**src/rtl/muldiv_unit_if.sv**
```systemverilog
// Request/response bundle between the execute stage and the RV32M multiply/divide unit.
interface muldiv_unit_if #(
  parameter int unsigned XLEN = 32
);
  logic            start;
  logic            flush;
  logic [2:0]      op;
  logic [XLEN-1:0] src_a;
  logic [XLEN-1:0] src_b;
  logic [XLEN-1:0] result;
  logic            done;
  logic            busy;
  logic            stall;

  modport master (
    output start, flush, op, src_a, src_b,
    input  result, done, busy, stall
  );

  modport slave (
    input  start, flush, op, src_a, src_b,
    output result, done, busy, stall
  );
endinterface

```
**src/rtl/muldiv_unit.sv**
```systemverilog
// Iterative RV32M multiply/divide engine: shift-add multiply, restoring divide, one bit per cycle.
// Optional MULDIV_MUL_1CYC_EN: multiplies complete through a single-cycle combinational product.
module muldiv_unit #(
  parameter int unsigned XLEN = 32
) (
  input  logic         clk,
  input  logic         reset,
  muldiv_unit_if.slave bus
);
  localparam int unsigned CW = $clog2(XLEN);
  localparam int unsigned PW = 2 * XLEN;

  typedef enum logic [1:0] {IDLE, CALC, DONE} state_t;

  state_t          state;
  logic [CW-1:0]   count;
  logic [2:0]      op_q;
  logic [XLEN-1:0] opnd;
  logic [PW-1:0]   acc;
  logic            neg_q;
  logic            neg_r;
  logic            div_zero;
  logic [XLEN-1:0] result_q;
  logic            done_q;
  logic            busy_q;

  logic            sgn_a_c, sgn_b_c;
  logic [XLEN-1:0] mag_a_c, mag_b_c;
  logic [PW-1:0]   acc_next;
  logic [XLEN:0]   trial;
  logic [XLEN:0]   sum;
  logic [XLEN-1:0] diff;
  logic [PW-1:0]   prod;
  logic [XLEN-1:0] fin_val;

  // Operand sign flags and magnitudes for the incoming request
  always_comb begin
    sgn_a_c = bus.src_a[XLEN-1] && (bus.op inside {3'd1, 3'd2, 3'd4, 3'd6});
    sgn_b_c = bus.src_b[XLEN-1] && (bus.op inside {3'd1, 3'd4, 3'd6});
    mag_a_c = sgn_a_c ? (~bus.src_a + XLEN'(1)) : bus.src_a;
    mag_b_c = sgn_b_c ? (~bus.src_b + XLEN'(1)) : bus.src_b;
  end

  // One iteration: acc holds {partial product, multiplier} or {remainder, dividend/quotient}
  always_comb begin
    acc_next = acc;
    trial    = '0;
    sum      = '0;
    diff     = '0;
    if (op_q[2]) begin
      trial = acc[PW-1:XLEN-1];
      if (trial >= {1'b0, opnd}) begin
        diff     = XLEN'(trial - {1'b0, opnd});
        acc_next = {diff, acc[XLEN-2:0], 1'b1};
      end else begin
        acc_next = {trial[XLEN-1:0], acc[XLEN-2:0], 1'b0};
      end
    end else begin
      sum      = {1'b0, acc[PW-1:XLEN]} + (acc[0] ? {1'b0, opnd} : {(XLEN+1){1'b0}});
      acc_next = {sum, acc[XLEN-1:1]};
    end
  end

  // Sign correction and result selection applied to the final iteration
  always_comb begin
    prod    = neg_q ? (~acc_next + PW'(1)) : acc_next;
    fin_val = (op_q[1:0] == 2'd0) ? prod[XLEN-1:0] : prod[PW-1:XLEN];
    if (op_q[2]) begin
      if (op_q[1])
        fin_val = neg_r ? (~acc_next[PW-1:XLEN] + XLEN'(1)) : acc_next[PW-1:XLEN];
      else if (div_zero)
        fin_val = '1;
      else
        fin_val = neg_q ? (~acc_next[XLEN-1:0] + XLEN'(1)) : acc_next[XLEN-1:0];
    end
  end

`ifdef MULDIV_MUL_1CYC_EN
  logic [PW-1:0]   fast_prod;
  logic [XLEN-1:0] fast_val;

  always_comb begin
    fast_prod = PW'(mag_a_c) * PW'(mag_b_c);
    if (sgn_a_c ^ sgn_b_c)
      fast_prod = ~fast_prod + PW'(1);
    fast_val = (bus.op[1:0] == 2'd0) ? fast_prod[XLEN-1:0] : fast_prod[PW-1:XLEN];
  end
`endif

  always_ff @(posedge clk) begin
    if (reset) begin
      state    <= IDLE;
      count    <= '0;
      op_q     <= '0;
      opnd     <= '0;
      acc      <= '0;
      neg_q    <= 1'b0;
      neg_r    <= 1'b0;
      div_zero <= 1'b0;
      result_q <= '0;
      done_q   <= 1'b0;
      busy_q   <= 1'b0;
    end else if (bus.flush) begin
      state  <= IDLE;
      done_q <= 1'b0;
      busy_q <= 1'b0;
    end else begin
      case (state)
        IDLE: begin
          done_q <= 1'b0;
          if (bus.start) begin
            op_q     <= bus.op;
            count    <= '0;
            neg_q    <= sgn_a_c ^ sgn_b_c;
            neg_r    <= sgn_a_c;
            div_zero <= (bus.src_b == '0);
            opnd     <= bus.op[2] ? mag_b_c : mag_a_c;
            acc      <= {{XLEN{1'b0}}, (bus.op[2] ? mag_a_c : mag_b_c)};
            busy_q   <= 1'b1;
`ifdef MULDIV_MUL_1CYC_EN
            if (!bus.op[2]) begin
              state    <= DONE;
              result_q <= fast_val;
              done_q   <= 1'b1;
            end else begin
              state <= CALC;
            end
`else
            state <= CALC;
`endif
          end
        end
        CALC: begin
          acc   <= acc_next;
          count <= count + CW'(1);
          if (count == CW'(XLEN - 1)) begin
            state    <= DONE;
            result_q <= fin_val;
            done_q   <= 1'b1;
          end
        end
        DONE: begin
          state  <= IDLE;
          done_q <= 1'b0;
          busy_q <= 1'b0;
        end
        default: state <= IDLE;
      endcase
    end
  end

  assign bus.result = result_q;
  assign bus.done   = done_q;
  assign bus.busy   = busy_q;
  assign bus.stall  = ((state == IDLE) && bus.start && !bus.flush) || (state == CALC);
endmodule
```
**src/flat_wrapper.sv**
```systemverilog
// flat-port wrapper written by rule: the top's interface ports become plain ports
module muldiv_unit_flat 
#(
  parameter int unsigned XLEN = 32
)
  (clk, reset, bus_start, bus_flush, bus_op, bus_src_a, bus_src_b, bus_result, bus_done, bus_busy, bus_stall);
  muldiv_unit_if #(.XLEN(XLEN)) bus_i ();
  input  logic clk;
  input  logic reset;
  input wire logic [$bits(bus_i.start)-1:0] bus_start;
  input wire logic [$bits(bus_i.flush)-1:0] bus_flush;
  input wire logic [$bits(bus_i.op)-1:0] bus_op;
  input wire logic [$bits(bus_i.src_a)-1:0] bus_src_a;
  input wire logic [$bits(bus_i.src_b)-1:0] bus_src_b;
  output wire logic [$bits(bus_i.result)-1:0] bus_result;
  output wire logic [$bits(bus_i.done)-1:0] bus_done;
  output wire logic [$bits(bus_i.busy)-1:0] bus_busy;
  output wire logic [$bits(bus_i.stall)-1:0] bus_stall;
  assign bus_i.start = bus_start;
  assign bus_i.flush = bus_flush;
  assign bus_i.op = bus_op;
  assign bus_i.src_a = bus_src_a;
  assign bus_i.src_b = bus_src_b;
  assign bus_result = bus_i.result;
  assign bus_done = bus_i.done;
  assign bus_busy = bus_i.busy;
  assign bus_stall = bus_i.stall;
  muldiv_unit #(.XLEN(XLEN)) u_core (.clk(clk), .reset(reset), .bus(bus_i));
endmodule
```
**config.mk**
```make
export PLATFORM = sky130hd
export DESIGN_NAME = muldiv_unit_flat
export DESIGN_NICKNAME = d
export VERILOG_FILES = /design/src/rtl/muldiv_unit_if.sv /design/src/rtl/muldiv_unit.sv /design/src/flat_wrapper.sv
export SDC_FILE = /design/constraint.sdc
export NUM_CORES = 1
export LEC_CHECK = 0
export BUFFER_PORTS_ARGS = -buffer_cell sky130_fd_sc_hd__buf_2
export CAP_MARGIN = 20
export CORE_AREA = 4 4 175 177
export DETAILED_ROUTE_END_ITERATION = 12
export DIE_AREA = 0 0 179 181
export PLACE_DENSITY = 0.73
export SKIP_LAST_GASP = 1
export SYNTH_ARGS = -nofsm -noshare
export SYNTH_HDL_FRONTEND = slang
export SYNTH_SLANG_ARGS = --single-unit
```
**constraint.sdc**
```tcl
create_clock -name clk -period 4.65 [get_ports clk]
set_input_delay 1.395 -clock clk [delete_from_list [all_inputs] [get_ports clk]]
set_output_delay 1.395 -clock clk [all_outputs]
set_load 0.01 [all_outputs]
```
==> impl_metrics.toml <==
[synthesis]
ys_warn_count = 0
synth-compound-area-share_pct = 31.9
synth-simple-area-share_pct = 25.2
ys_seq_elements = 143
synth-adder-area-share_pct = 5.80
yosys-top-cells-area = "dfxtp_1 (18%), a21oi_1 (7.2%), nor2_1 (6.2%)"
avgSynthCellArea_um2 = 7.00
seq_area_frac_synth_pct = 18.1
synthArstFlopShare_pct = 0
synth_xor_area_share_pct = 9.48
syn_area_um2 = 15800
synth-edff-count = 0
synth_top_family_by_area = "compound AO/OA/AOI/OAI gates"
ys_dominant_reg_cell = "dfxtp_1"
yosysTopAreaCell = "dfxtp_1"
syn_nets = 2400
ys_types = 101
yosysTopAreaCellShare_pct = 18.1
synthCells = 2257
synth_mux_area_share_pct = 4.06

[pwr]
p_leak_uw = 0.00843
ir_worst_vdd_mv = 0.315
p_per_area_nw_per_um2 = 238
p_total_uw = 4810

[routing]
dr.pass1.iters = 6
antenna_left = 0
first_iter_violations = 2669
routed.top_layer = "met4"
drcViolationCount = 0
wl_met2_um = 30000
via_per_inst = 6.63
met1Wirelength_um = 28200
avgRoutedWirePerCell_um = 23.8
met3WireLength_um = 8070
wirelength_um = 71600
num_vias = 19954

[grt]
grt_max_degree = 82
grt_pass1_vias = 18498
grt_overflow_total = 0
grt_antenna_before_repair = 1
grt_pass1_wl_um = 107000
grt_usage_pct = 42.5

[clocking]
cts_tree = "done"
numCtsBuffers = 17
clk_latency_ns = 0.46
hold_buffers = 0
cts_root_buf = "clkbuf_16"
clock_sinks = 143
h-tree-depth = 4
clk_transition_reported_paths_ns = 0.07
cts_buffer_depth = 2

[cells_and_area]
synthToLayoutAreaGrowth_pct = 27.8
nFillCells = 2478
multi_input_area_um2 = 12600
layout-drive-gt1-share_pct = 24.6
num_antenna_cells = 0
final_nets = 2751
fin_util_pct = 69.0
finalInstanceArea_um2 = 20200
seqCellArea_um2 = 2890

[worst_setup_path]
cp_max_fo = 5
rr_startpoint = "u_core.opnd[10]$_SDFFE_PP0P_"
worstSetupPathType = "reg2reg"
startpoint_type = "flop"
crit_path_end_kind = "flop"
crit_chain = "inv_1, ha_4, a21oi_1, o21ai_0, a21o_1, o211ai_2, a31o_4, ha_4, o211ai_1, or4_4, nor4_4, nand2_1, or2_1, or2_4, or3_4, o21ai_2, xor2_1, a211oi_2, o31a_1"
cp_common_cell = "ha_4"
rrSetupSlack_ns = 0.01
cp_top_family = "simple AND/OR/NAND/NOR gates"
cp-endpoint = "u_core.bus.result[14]$_SDFFE_PP0P_"
path_buf_inv = 1
slowest_delay_ns = 0.57
critPathSlowestCell = "or4_4"
critPathRequiredTime_ns = 5.00
critPathLaunch = "u_core.opnd[10]$_SDFFE_PP0P_"
cp.depth = 19
arrival_ns = 4.98
reg2reg_depth = 19
r2r_end = "u_core.bus.result[14]$_SDFFE_PP0P_"

[floorplanning]
core_um2 = 29200
die_area_um2 = 32400
ios = 106
num_rows = 63
die_w_um = 179
start_util_pct = 54.0
die_y_um = 181

[status]
outcome = "finished, final reports clean"

[sta]
relSlewSlack_pct = 29.0
tightest_slew_ns = 1.06
rsz0062_at_grt = "true"
setup_viol = 0
slew_viol_final = 0
holdWs_ns = 0.457
setup-tns-final_ns = 0
skew_ns = 0.0161
min_period_ns = 4.64
finalCritPeriodShare_pct = 99.7
fmax_mhz = 216
hold_violations = 0

[place]
placed_cell_area_um2 = 19000
io_buffers = 105
dp_hpwl_um = 55400
place_congestion = 1.09

[run]
cap_violations = 0

[worst_hold_path]
hold_path.class = "reg2reg"
## worst min path at each step
stage	to	depth (start not counted)	from
global placement	u_core.bus.result[30]$_SDFFE_PP0P_	2	u_core.bus.result[30]$_SDFFE_PP0P_
detailed placement	u_core.bus.result[30]$_SDFFE_PP0P_	2	u_core.bus.result[30]$_SDFFE_PP0P_
finish	u_core.bus.result[30]$_SDFFE_PP0P_	2	u_core.bus.result[30]$_SDFFE_PP0P_
global route	u_core.bus.result[3]$_SDFFE_PP0P_	2	u_core.bus.result[3]$_SDFFE_PP0P_
floorplan	u_core.count[4]$_SDFFE_PP0P_	2	u_core.count[4]$_SDFFE_PP0P_
CTS	u_core.bus.result[30]$_SDFFE_PP0P_	2	u_core.bus.result[30]$_SDFFE_PP0P_
## sequential cells by signal, indices dropped and copies added (netlist names)
name               count
u_core.bus.busy        1
u_core.count           5
u_core.bus.result     32
u_core.neg_r           1
u_core.acc            64
u_core.opnd           32
u_core.state           2
u_core.op_q            3
u_core.div_zero        1
u_core.neg_q           1
u_core.bus.done        1
## layer usage
layer  track usage, %  vias up
met1             56.9     9279
met3             9.00      273
met2             62.2     1386
met5                0        -
met4             25.8        0
li1                 -     9016
## timing repair
| item | in CTS | in global routing |
|---|---|---|
| setup endpoints to repair | 5 | 22 |
| setup buffers | 0 | 15 |
| pin swaps | 2 | 34 |
| gates resized for setup | 6 | 89 |
## placed cells by master, fill, tap and decap left out, drive strengths merged, types with 12 or more instances in the layout
| cell | count |
|---|---|
| ha | 70 |
| nand3 | 41 |
| inv | 77 |
| or2 | 12 |
| a221oi | 15 |
| nand2b | 16 |
| a21oi | 231 |
| a31oi | 31 |
| xnor2 | 96 |
| nor4 | 16 |
| o221ai | 13 |
| mux2i | 57 |
| nor3 | 79 |
| o31ai | 32 |
| a22oi | 33 |
| o41ai | 13 |
| and2 | 41 |
| a21o | 24 |
| a211oi | 57 |
| clkbuf | 17 |
| o21ai | 131 |
| nor2 | 260 |
| or4 | 12 |
| xor2 | 75 |
| o211ai | 65 |
| or3 | 31 |
| nand4 | 26 |
| dfxtp | 143 |
| buf | 477 |
| nand2 | 248 |
## logic make-up after synthesis
kind of cell	Yosys count
XOR/XNOR	171
multiplexers	63
adder cells (fa/ha/maj)	72
AO/OA/AOI/OAI	756
flip-flops	143
AND/OR/NAND/NOR	836
buffers and inverters	216
## cells in the mapped netlist, drive strengths merged, types with 31 or more instances
cell type,count
nand2,248
nor3,79
nor2,260
o21ai,131
xor2,75
a211oi,57
a21oi,231
a22oi,33
ha,70
a31oi,31
inv,69
o31ai,32
xnor2,96
and2,41
or3,31
mux2i,57
o211ai,65
clkbuf,104
buf,41
nand3,41
dfxtp,143
## metrics by stage
stage | std cells | setup slack, ns
after floorplan | 2257 | 0.0335
after detailed placement | 2965 | -0.161
after global routing | 3011 | -0.145
after CTS | 2997 | 0.00535
final | 3011 | 0.0147
after global placement | 2965 | -0.102
## tightest hold or removal path, delay by kind of cell, from the launching register on
kind,cells,cell delay (ns)
DFF,1,0.32
and+or+nand+nor,1,0.05
AOI/OAI and AO/OA,1,0.05
## final cells by class
type                    instances  share of cell area, %
well taps                     390                   2.42
flip-flops and latches        143                   14.3
clock buffers                  17                   2.11
multi-input cells            1898                   62.4
clock inverters                15                  0.725
repair buffers                477                   16.7
inverters                      71                   1.32
## report_power, final
group | switching (uW) | internal, uW
clock | 669 | 709
sequential | 58.4 | 1270
combinational | 1290 | 818
No activity file was read; power rests on OpenSTA's default activity.
